<file path="src/rtl/text_banner.sv">
// text_banner: renders a run-time-loadable string from the 8x16 font ROM at a
// programmable scale and position, with optional frame-synchronous blinking.
// Two-stage pipeline: stage 1 drives the font ROM address, stage 2 aligns the
// glyph column and pixel-active flag with the ROM's one-cycle read data.
module text_banner #(
  parameter int MAX_CHARS    = 16,
  parameter int SCALE_LOG2   = 3,
  parameter int X0           = 160,
  parameter int Y0           = 128,
  parameter int BLINK_FRAMES = 30
) (
  input  logic        clk,
  input  logic        rst_n,
  input  logic        enable,
  input  logic        blink_en,
  input  logic        frame_tick,
  input  logic [9:0]  pix_x,
  input  logic [9:0]  pix_y,
  input  logic        wr_en,
  input  logic [4:0]  wr_addr,
  input  logic [6:0]  wr_char,
  input  logic        len_we,
  input  logic [5:0]  len_in,
  output logic [10:0] rom_addr,
  output logic [2:0]  bit_addr,
  output logic        text_on
);

  localparam logic [9:0]  X0_V    = 10'(X0);
  localparam logic [9:0]  Y0_V    = 10'(Y0);
  localparam int          COL_SH  = 3 + SCALE_LOG2;
  localparam logic [10:0] HEIGHT  = 11'(16 << SCALE_LOG2);
  localparam logic [5:0]  MAX_LEN = 6'(MAX_CHARS);
  localparam int          CNT_W   = (BLINK_FRAMES > 1) ? $clog2(BLINK_FRAMES) : 1;
  localparam logic [CNT_W-1:0] CNT_LAST = CNT_W'(BLINK_FRAMES - 1);

  // Buffer spans the full 5-bit address space so any column index is a legal
  // read; entries at or above MAX_CHARS are never written and never reached
  // because col < len <= MAX_CHARS gates every lookup.
  logic [6:0]       char_buf [0:31];
  logic [5:0]       len;
  logic [CNT_W-1:0] blink_cnt;
  logic             visible;

  logic [9:0]  rel_x;
  logic [9:0]  rel_y;
  logic [9:0]  col;
  logic [2:0]  bit_sel;
  logic [3:0]  row;
  logic [6:0]  glyph;
  logic        in_region;
  logic        hit;

  logic [2:0]  bit_p1;
  logic        vld_p1;

  // Pixel geometry and hit decision; range checks use the untruncated
  // coordinates so pixels left of or above the origin never alias in.
  always_comb begin
    rel_x     = pix_x - X0_V;
    rel_y     = pix_y - Y0_V;
    col       = rel_x >> COL_SH;
    bit_sel   = 3'(rel_x >> SCALE_LOG2);
    row       = 4'(rel_y >> SCALE_LOG2);
    glyph     = char_buf[col[4:0]];
    in_region = (pix_x >= X0_V) && (pix_y >= Y0_V) &&
                (col < {4'b0, len}) && ({1'b0, rel_y} < HEIGHT);
    hit       = in_region && enable && visible;
  end

  // Character buffer and string length; out-of-range writes are dropped and
  // the length saturates at the buffer depth.
  always_ff @(posedge clk or negedge rst_n) begin
    if (!rst_n) begin
      for (int i = 0; i < 32; i++) char_buf[i] <= '0;
      len <= '0;
    end else begin
      if (wr_en && (int'(wr_addr) < MAX_CHARS)) char_buf[wr_addr] <= wr_char;
      if (len_we) len <= (len_in > MAX_LEN) ? MAX_LEN : len_in;
    end
  end

  // Blink timer: counts frame ticks and toggles visibility every
  // BLINK_FRAMES ticks; forced visible while blinking is off.
  always_ff @(posedge clk or negedge rst_n) begin
    if (!rst_n) begin
      blink_cnt <= '0;
      visible   <= 1'b1;
    end else if (!blink_en) begin
      blink_cnt <= '0;
      visible   <= 1'b1;
    end else if (frame_tick) begin
      if (blink_cnt == CNT_LAST) begin
        blink_cnt <= '0;
        visible   <= ~visible;
      end else begin
        blink_cnt <= blink_cnt + CNT_W'(1);
      end
    end
  end

  // Stage 1: font ROM address plus the column and hit flag carried forward.
  always_ff @(posedge clk or negedge rst_n) begin
    if (!rst_n) begin
      rom_addr <= '0;
      bit_p1   <= '0;
      vld_p1   <= 1'b0;
    end else begin
      rom_addr <= hit ? {glyph, row} : 11'd0;
      bit_p1   <= hit ? bit_sel : 3'd0;
      vld_p1   <= hit;
    end
  end

  // Stage 2: column select and pixel-active aligned with ROM read data.
  always_ff @(posedge clk or negedge rst_n) begin
    if (!rst_n) begin
      bit_addr <= '0;
      text_on  <= 1'b0;
    end else begin
      bit_addr <= bit_p1;
      text_on  <= vld_p1;
    end
  end

endmodule
</file>
<file path="config.mk">
export PLATFORM = sky130hd
export DESIGN_NAME = text_banner
export DESIGN_NICKNAME = d
export VERILOG_FILES = /design/src/rtl/text_banner.sv
export SDC_FILE = /design/constraint.sdc
export NUM_CORES = 1
export LEC_CHECK = 0
export BUFFER_PORTS_ARGS = -buffer_cell sky130_fd_sc_hd__buf_2
export CAP_MARGIN = 20
export CORE_UTILIZATION = 53
export CTS_CLUSTER_DIAMETER = 80
export DETAILED_ROUTE_END_ITERATION = 10
export PLACE_DENSITY_LB_ADDON = 0.05
export SYNTH_ARGS = -nofsm -noshare
export SYNTH_HDL_FRONTEND = slang
export SYNTH_SLANG_ARGS = --single-unit
</file>
<file path="constraint.sdc">
create_clock -name clk -period 1.84 [get_ports clk]
set_clock_uncertainty 0.15 [all_clocks]
set_input_delay 0.092 -clock clk [delete_from_list [all_inputs] [get_ports clk]]
set_output_delay 0.092 -clock clk [all_outputs]
set_load 0.01 [all_outputs]
</file>
==> flow_summary.toml, run 1 <==
[run_status]
status = "finished, final reports clean"

[clock_tree]
cts.path.max_buffers = 2
ctsHtreeMaxLevel = 4
path_clk_slew_ns = 0.06
tritoncts = "done"
clock-sinks = 143
cts_buffers = 17
root_buffer = "clkbuf_16"
clk_latency_ns = 0.41

[route]
drc_errors = 0
drt-initial-drc-count = 191
drtPass1Iterations = 4
wl_per_cell_um = 19.7
ant_nets = 0
wl_mm = 13.6
viasPerCell = 5.72
vias = 3932

[synthesis]
syn_area_um2 = 6450
ys.flop_type = "dfrtp_1"
yosys_register_bits = 143
synth_seq_area_share_pct = 55.5
ys_types = 40
yosys_warnings = 0
synthCells = 433
synth-edff-count = 0
synthArstFlopShare_pct = 100
syn_nets = 485
synth.avg_cell_area_um2 = 14.9

[timing]
finalHoldViolCount = 0
max_slew_margin_pct = 66.3
period_needed_ns = 1.75
rsz0062_at_grt = "no"
holdWs_ns = 0.0139
timing.fmax_ghz = 0.571
worstMarginPinSlew_ns = 0.505
setup_violations = 0
finalSetupTns_ns = 0
finalCritPeriodShare_pct = 95.2
fin_ws_ns = 0.0889
drv_slew = 0

[die]
initial_core_util_pct = 55.3
die_height_um = 112
dieArea_um2 = 12600
die_x_um = 112
core_um2 = 11700
num_io_pins = 60
row_count = 39

[setup_path]
crit_top_cell = "inv_1"
required_ns = 1.97
startpoint_type = "input port"
crit_chain = "clkbuf_4 -> inv_12 -> ha_4 -> inv_1 -> a21oi_2 -> xnor2_2 -> inv_1 -> ha_1 -> o211ai_1 -> o211a_4 -> nand2_4 -> o22ai_1"
path_delay_family = "compound AO/OA/AOI/OAI gates"
endpoint_kind = "flop"
crit_arrival_ns = 1.88
crit_buf_inv = 4
crit_slowest_cell = "o211a_4"
cpPeakStageDelay_ns = 0.33
worstSetupPathType = "in -> reg"
cp_max_fo = 10

[finish]
num_antenna_cells = 0
seqCellArea_um2 = 3580
drive_above_1_share_pct = 47.3
area_growth_pct = 23.3
multi_input_comb_area_um2 = 2800
fillCellCount = 790
finalNetCount = 587

[placement]
place_ws_ns = -0.386
hpwlAfterDp_mm = 8.72
port_buffers = 53
gp_congestion = 0.756

[global_routing]
grt.total_usage_pct = 24.1
grt_pass1_wl_mm = 22.5
grt_antenna_before_repair = 0
grt_pass1_vias = 4281
grt_overflow_total = 0
grt_max_degree = 44

[pwr]
powerDensity_nw_per_um2 = 1060
leakagePower_nw = 3.78
ir_worst_vdd_mv = 0.758

[flow_run]
drv_cap = 0

[worst_hold_path]
holdCritPathClass = "in -> reg"
## through the flow
stage          instance area [µm²]  total power [mW]  util (%)  instances
5_1_grt                       7960              8.82      68.2        688
3_5_place_dp                  7180              5.30      61.5        636
6_report                      7960              8.45      68.2        688
3_3_place_gp                  7180              5.24      61.5        636
2_1_floorplan                 6550              4.83         -        433
4_1_cts                       7960              8.52      68.2        689
## final timing paths
path,start,slack (ns),depth (start not counted),to
min reg2reg,bit_p1[1],0.20,0,bit_addr[1]
max,pix_x[6],0.09,12,rom_addr[9]
min in group asynchronous,rst_n,0.02,2,char_buf[214]
max in group asynchronous,rst_n,0.85,3,visible
max reg2reg,len[1],0.14,6,rom_addr[9]
min,wr_char[2],0.01,2,char_buf[212]
## routing by layer
metal	GRT usage [%]	vias to the layer above	routed length (µm)
li1	-	1806	-
met1	31.7	2018	6120
met2	39.3	94	6560
met3	6.10	14	673
met4	8.00	0	219
met5	0	-	0
## cell usage after synthesis (2+ instances only)
master,n,area [µm²]
dfrtp_1,142,3550
mux4_1,7,184
nor3b_1,2,15.0
o21ai_0,5,25.0
nand3_1,8,40.0
nor2_1,10,37.5
xnor2_1,2,17.5
o211ai_1,2,15.0
o211a_1,3,30.0
a211oi_1,2,15.0
mux2_2,112,1260
and3_1,3,18.8
mux4_2,21,473
a21oi_1,4,20.0
xor2_1,2,17.5
nand4_1,3,18.8
mux2i_1,13,130
inv_1,12,45.0
a41o_1,2,20.0
o22ai_1,6,37.5
and2_1,6,37.5
nor2b_1,8,50.1
ha_1,7,87.6
nand2_1,16,60.1
o21a_1,2,15.0
clkbuf_1,19,71.3
## power by group
part | switching (mW) | total, mW | leakage [nW] | internal (mW)
sequential | 0.226 | 3.87 | 1.85 | 3.65
clock | 1.23 | 3.17 | 0.265 | 1.94
combinational | 0.551 | 1.40 | 1.66 | 0.853
total | 2.01 | 8.45 | 3.78 | 6.44
## state kept, by name, summed over array words and instances, names as in the netlist
register and cells:
visible 1, vld_p1 1, char_buf 112, len 6, bit_p1 3, text_on 1
bit_addr 3, rom_addr 11, blink_cnt 5
## kinds of logic after synthesis
logic type                 share of synthesized area, %
AOI/OAI and AO/OA                                  2.99
muxes                                              31.7
adders and majority gates                          1.36
buffers and inverters                              2.46
xor gates and xnor gates                          0.969
and+or+nand+nor                                    5.04
DFF                                                55.5
## cell usage in the layout (no fill, tap or decap), types with 2 or more instances in the layout
master         Yosys  routed
nor3b_1            2       2
ha_1               7       5
mux4_1             7       7
dfrtp_1          142     142
a21oi_1            4       3
a41o_1             2       2
clkbuf_8           0       3
clkbuf_16          0      17
xor2_1             2       2
mux4_2            21      21
buf_4              1      25
dlygate4sd3_1      0      22
mux2i_1           13      13
nand4_1            3       3
o211ai_1           2       2
o22ai_1            6       6
buf_2              0      51
mux2_2           112     112
a211oi_2           0       2
inv_1             12      10
buf_12             0       5
clkbuf_1          19       3
o211a_1            3       2
nor2b_1            8       8
o21ai_0            5       5
nand3_1            8       8
o21a_1             2       2
and3_1             3       3
ha_4               0       2
nand2_4            0       2
nor2_1            10      10
nand2_1           16      14
and2_1             6       6
clkinv_2           0       3
## cell type report
type / instances / area share [%]
Clock inverter: 6 / 0.770
Clock buffer: 23 / 6.01
Timing Repair Buffer: 105 / 9.83
Sequential cell: 143 / 45.0
Multi-Input combinational cell: 255 / 35.2
Tap cell: 143 / 2.25
Inverter: 13 / 0.928
## repair_timing
item,4_1_cts,5_1_grt
hold buffers,24,1
buffers inserted,0,2
resized for setup,0,4
endpoints found under the setup margin,0,17
hold endpoints to repair,162,2
(Power assumes the default switching activity.)
==> run 2: changes to the inputs <==
--- a/config.mk
+++ b/config.mk
@@ -10,6 +10,7 @@
 export CORE_UTILIZATION = 53
 export CTS_CLUSTER_DIAMETER = 80
 export DETAILED_ROUTE_END_ITERATION = 10
+export MAX_ROUTING_LAYER = met4
 export PLACE_DENSITY_LB_ADDON = 0.05
 export SYNTH_ARGS = -nofsm -noshare
 export SYNTH_HDL_FRONTEND = slang
==> flow_summary.toml, run 2 (synthesis gave the netlist of run 1 again) <==
[route]
vias = 3964
viasPerCell = 5.76
drc_errors = 0
wl_mm = 13.6
ant_nets = 0
wl_per_cell_um = 19.8
drt-initial-drc-count = 176
drtPass1Iterations = 5

[clock_tree]
clk_latency_ns = 0.41
tritoncts = "done"
ctsHtreeMaxLevel = 4
cts_buffers = 17
root_buffer = "clkbuf_16"
cts.path.max_buffers = 2
clock-sinks = 143
path_clk_slew_ns = 0.06

[timing]
timing.fmax_ghz = 0.572
period_needed_ns = 1.75
finalHoldViolCount = 0
max_slew_margin_pct = 66.8
worstMarginPinSlew_ns = 0.496
holdWs_ns = 0.0102
drv_slew = 0
setup_violations = 0
rsz0062_at_grt = "yes"
finalCritPeriodShare_pct = 95.0

[die]
row_count = 39
die_height_um = 112
num_io_pins = 60
core_um2 = 11700
die_x_um = 112
initial_core_util_pct = 55.3
dieArea_um2 = 12600

[global_routing]
grt_overflow_total = 0
grt_pass1_wl_mm = 22.5
grt_pass1_vias = 4284
grt_antenna_before_repair = 0
grt.total_usage_pct = 24.8
grt_max_degree = 44

[finish]
top_regs = "char_buf (112), rom_addr (11), len (6)"
top_register = "char_buf"
area_growth_pct = 23.3
layout_common_cells = "dfrtp_1 (142), mux2_2 (112), buf_2 (51)"
final_common_cell = "dfrtp_1"
num_antenna_cells = 0
finalNetCount = 587
largest_register_ffs = 112
fillCellCount = 790
fin_area_um2 = 7960
drive_above_1_share_pct = 47.3

[setup_path]
cpPeakStageDelay_ns = 0.33
required_ns = 1.97
r2r_end = "rom_addr[9]"
cp_max_fo = 10
crit_slowest_cell = "o211a_4"
regToRegSetupSlack_ns = 0.14
reg2reg_from = "len[1]"
crit_top_cell = "inv_1"
worstSetupPathType = "in -> reg"
startpoint_type = "input port"
crit_arrival_ns = 1.88
rr_worst_depth = 6
endpoint_kind = "flop"
crit_chain = "clkbuf_4 -> inv_12 -> ha_4 -> inv_1 -> a21oi_2 -> xnor2_2 -> inv_1 -> ha_1 -> o211ai_1 -> o211a_4 -> nand2_4 -> o22ai_1"

[placement]
place_area_um2 = 7180
hpwlAfterDp_mm = 8.72
port_buffers = 53
gp_congestion = 0.766

[pwr]
leakagePower_nw = 3.78
p_total_mw = 8.46
ir_worst_vdd_mv = 0.757
powerDensity_nw_per_um2 = 1060

[worst_hold_path]
holdCritPathClass = "in -> reg"
hold_end = "char_buf[113]"
worstHoldPathCells = 2
min_from = "wr_char[1]"

[flow_run]
drv_cap = 0

[run_status]
status = "finished, final reports clean"
## run 2: cell counts in the layout (fill, tap and decap cells not counted)
No cell type changed its count.
## run 2: layout make-up
| class | instances | area, µm² | area share [%] |
|---|---|---|---|
| Clock buffer | 23 | 478 | 6.01 |
| Clock inverter | 6 | 61.3 | 0.770 |
| Inverter | 13 | 73.8 | 0.928 |
| Multi-Input combinational cell | 255 | 2800 | 35.2 |
| Sequential cell | 143 | 3580 | 45.0 |
| Tap cell | 143 | 179 | 2.25 |
| Timing Repair Buffer | 105 | 782 | 9.83 |
## run 2: repair_timing
item	in CTS	in global routing
hold buffers	24	1
hold endpoints to repair	162	2
setup buffers	0	2
resized for setup	0	4
endpoints found under the setup margin	0	17
## run 2: worst max path at each step
stage / from / endpoint / slack, ns
2_1_floorplan: pix_x[6] / rom_addr[10] / -0.12
3_3_place_gp: pix_x[6] / rom_addr[10] / -0.30
3_5_place_dp: pix_x[6] / rom_addr[9] / -0.39
4_1_cts: len_in[1] / len[1] / 0.03
5_1_grt: pix_x[6] / rom_addr[7] / 0.007
6_report: pix_x[6] / rom_addr[9] / 0.09
## run 2: worst max-delay path: cells and delay by family
family / cells / cell delay [ns]
xor+xnor: 1 / 0.15
compound gates: 4 / 0.72
simple gates: 1 / 0.14
fa+ha+maj: 2 / 0.42
buf+inv: 4 / 0.35
## run 2: power breakdown
part	switching, mW	leakage, nW	internal, mW
Clock	1.24	0.265	1.94
Sequential	0.226	1.85	3.65
Combinational	0.553	1.66	0.853
Total	2.02	3.78	6.44
## run 2: metal layers
metal / vias to the layer above / routed length (µm) / global-route usage, %
met2: 102 / 6610 / 39.4
met4: 0 / 194 / 8.00
li1: 1807 / - / -
met1: 2041 / 6260 / 31.6
met5: - / 0 / -
met3: 14 / 565 / 5.94
## run 2: through the flow
stage	setup WS, ns	cells	setup TNS [ns]	utilization [%]
4_1_cts	0.0261	689	0	68.2
3_5_place_dp	-0.386	636	-5.31	61.5
6_report	0.0921	688	0	68.2
5_1_grt	0.00731	688	0	68.2
3_3_place_gp	-0.297	636	-3.93	61.5
2_1_floorplan	-0.124	433	-1.37	-
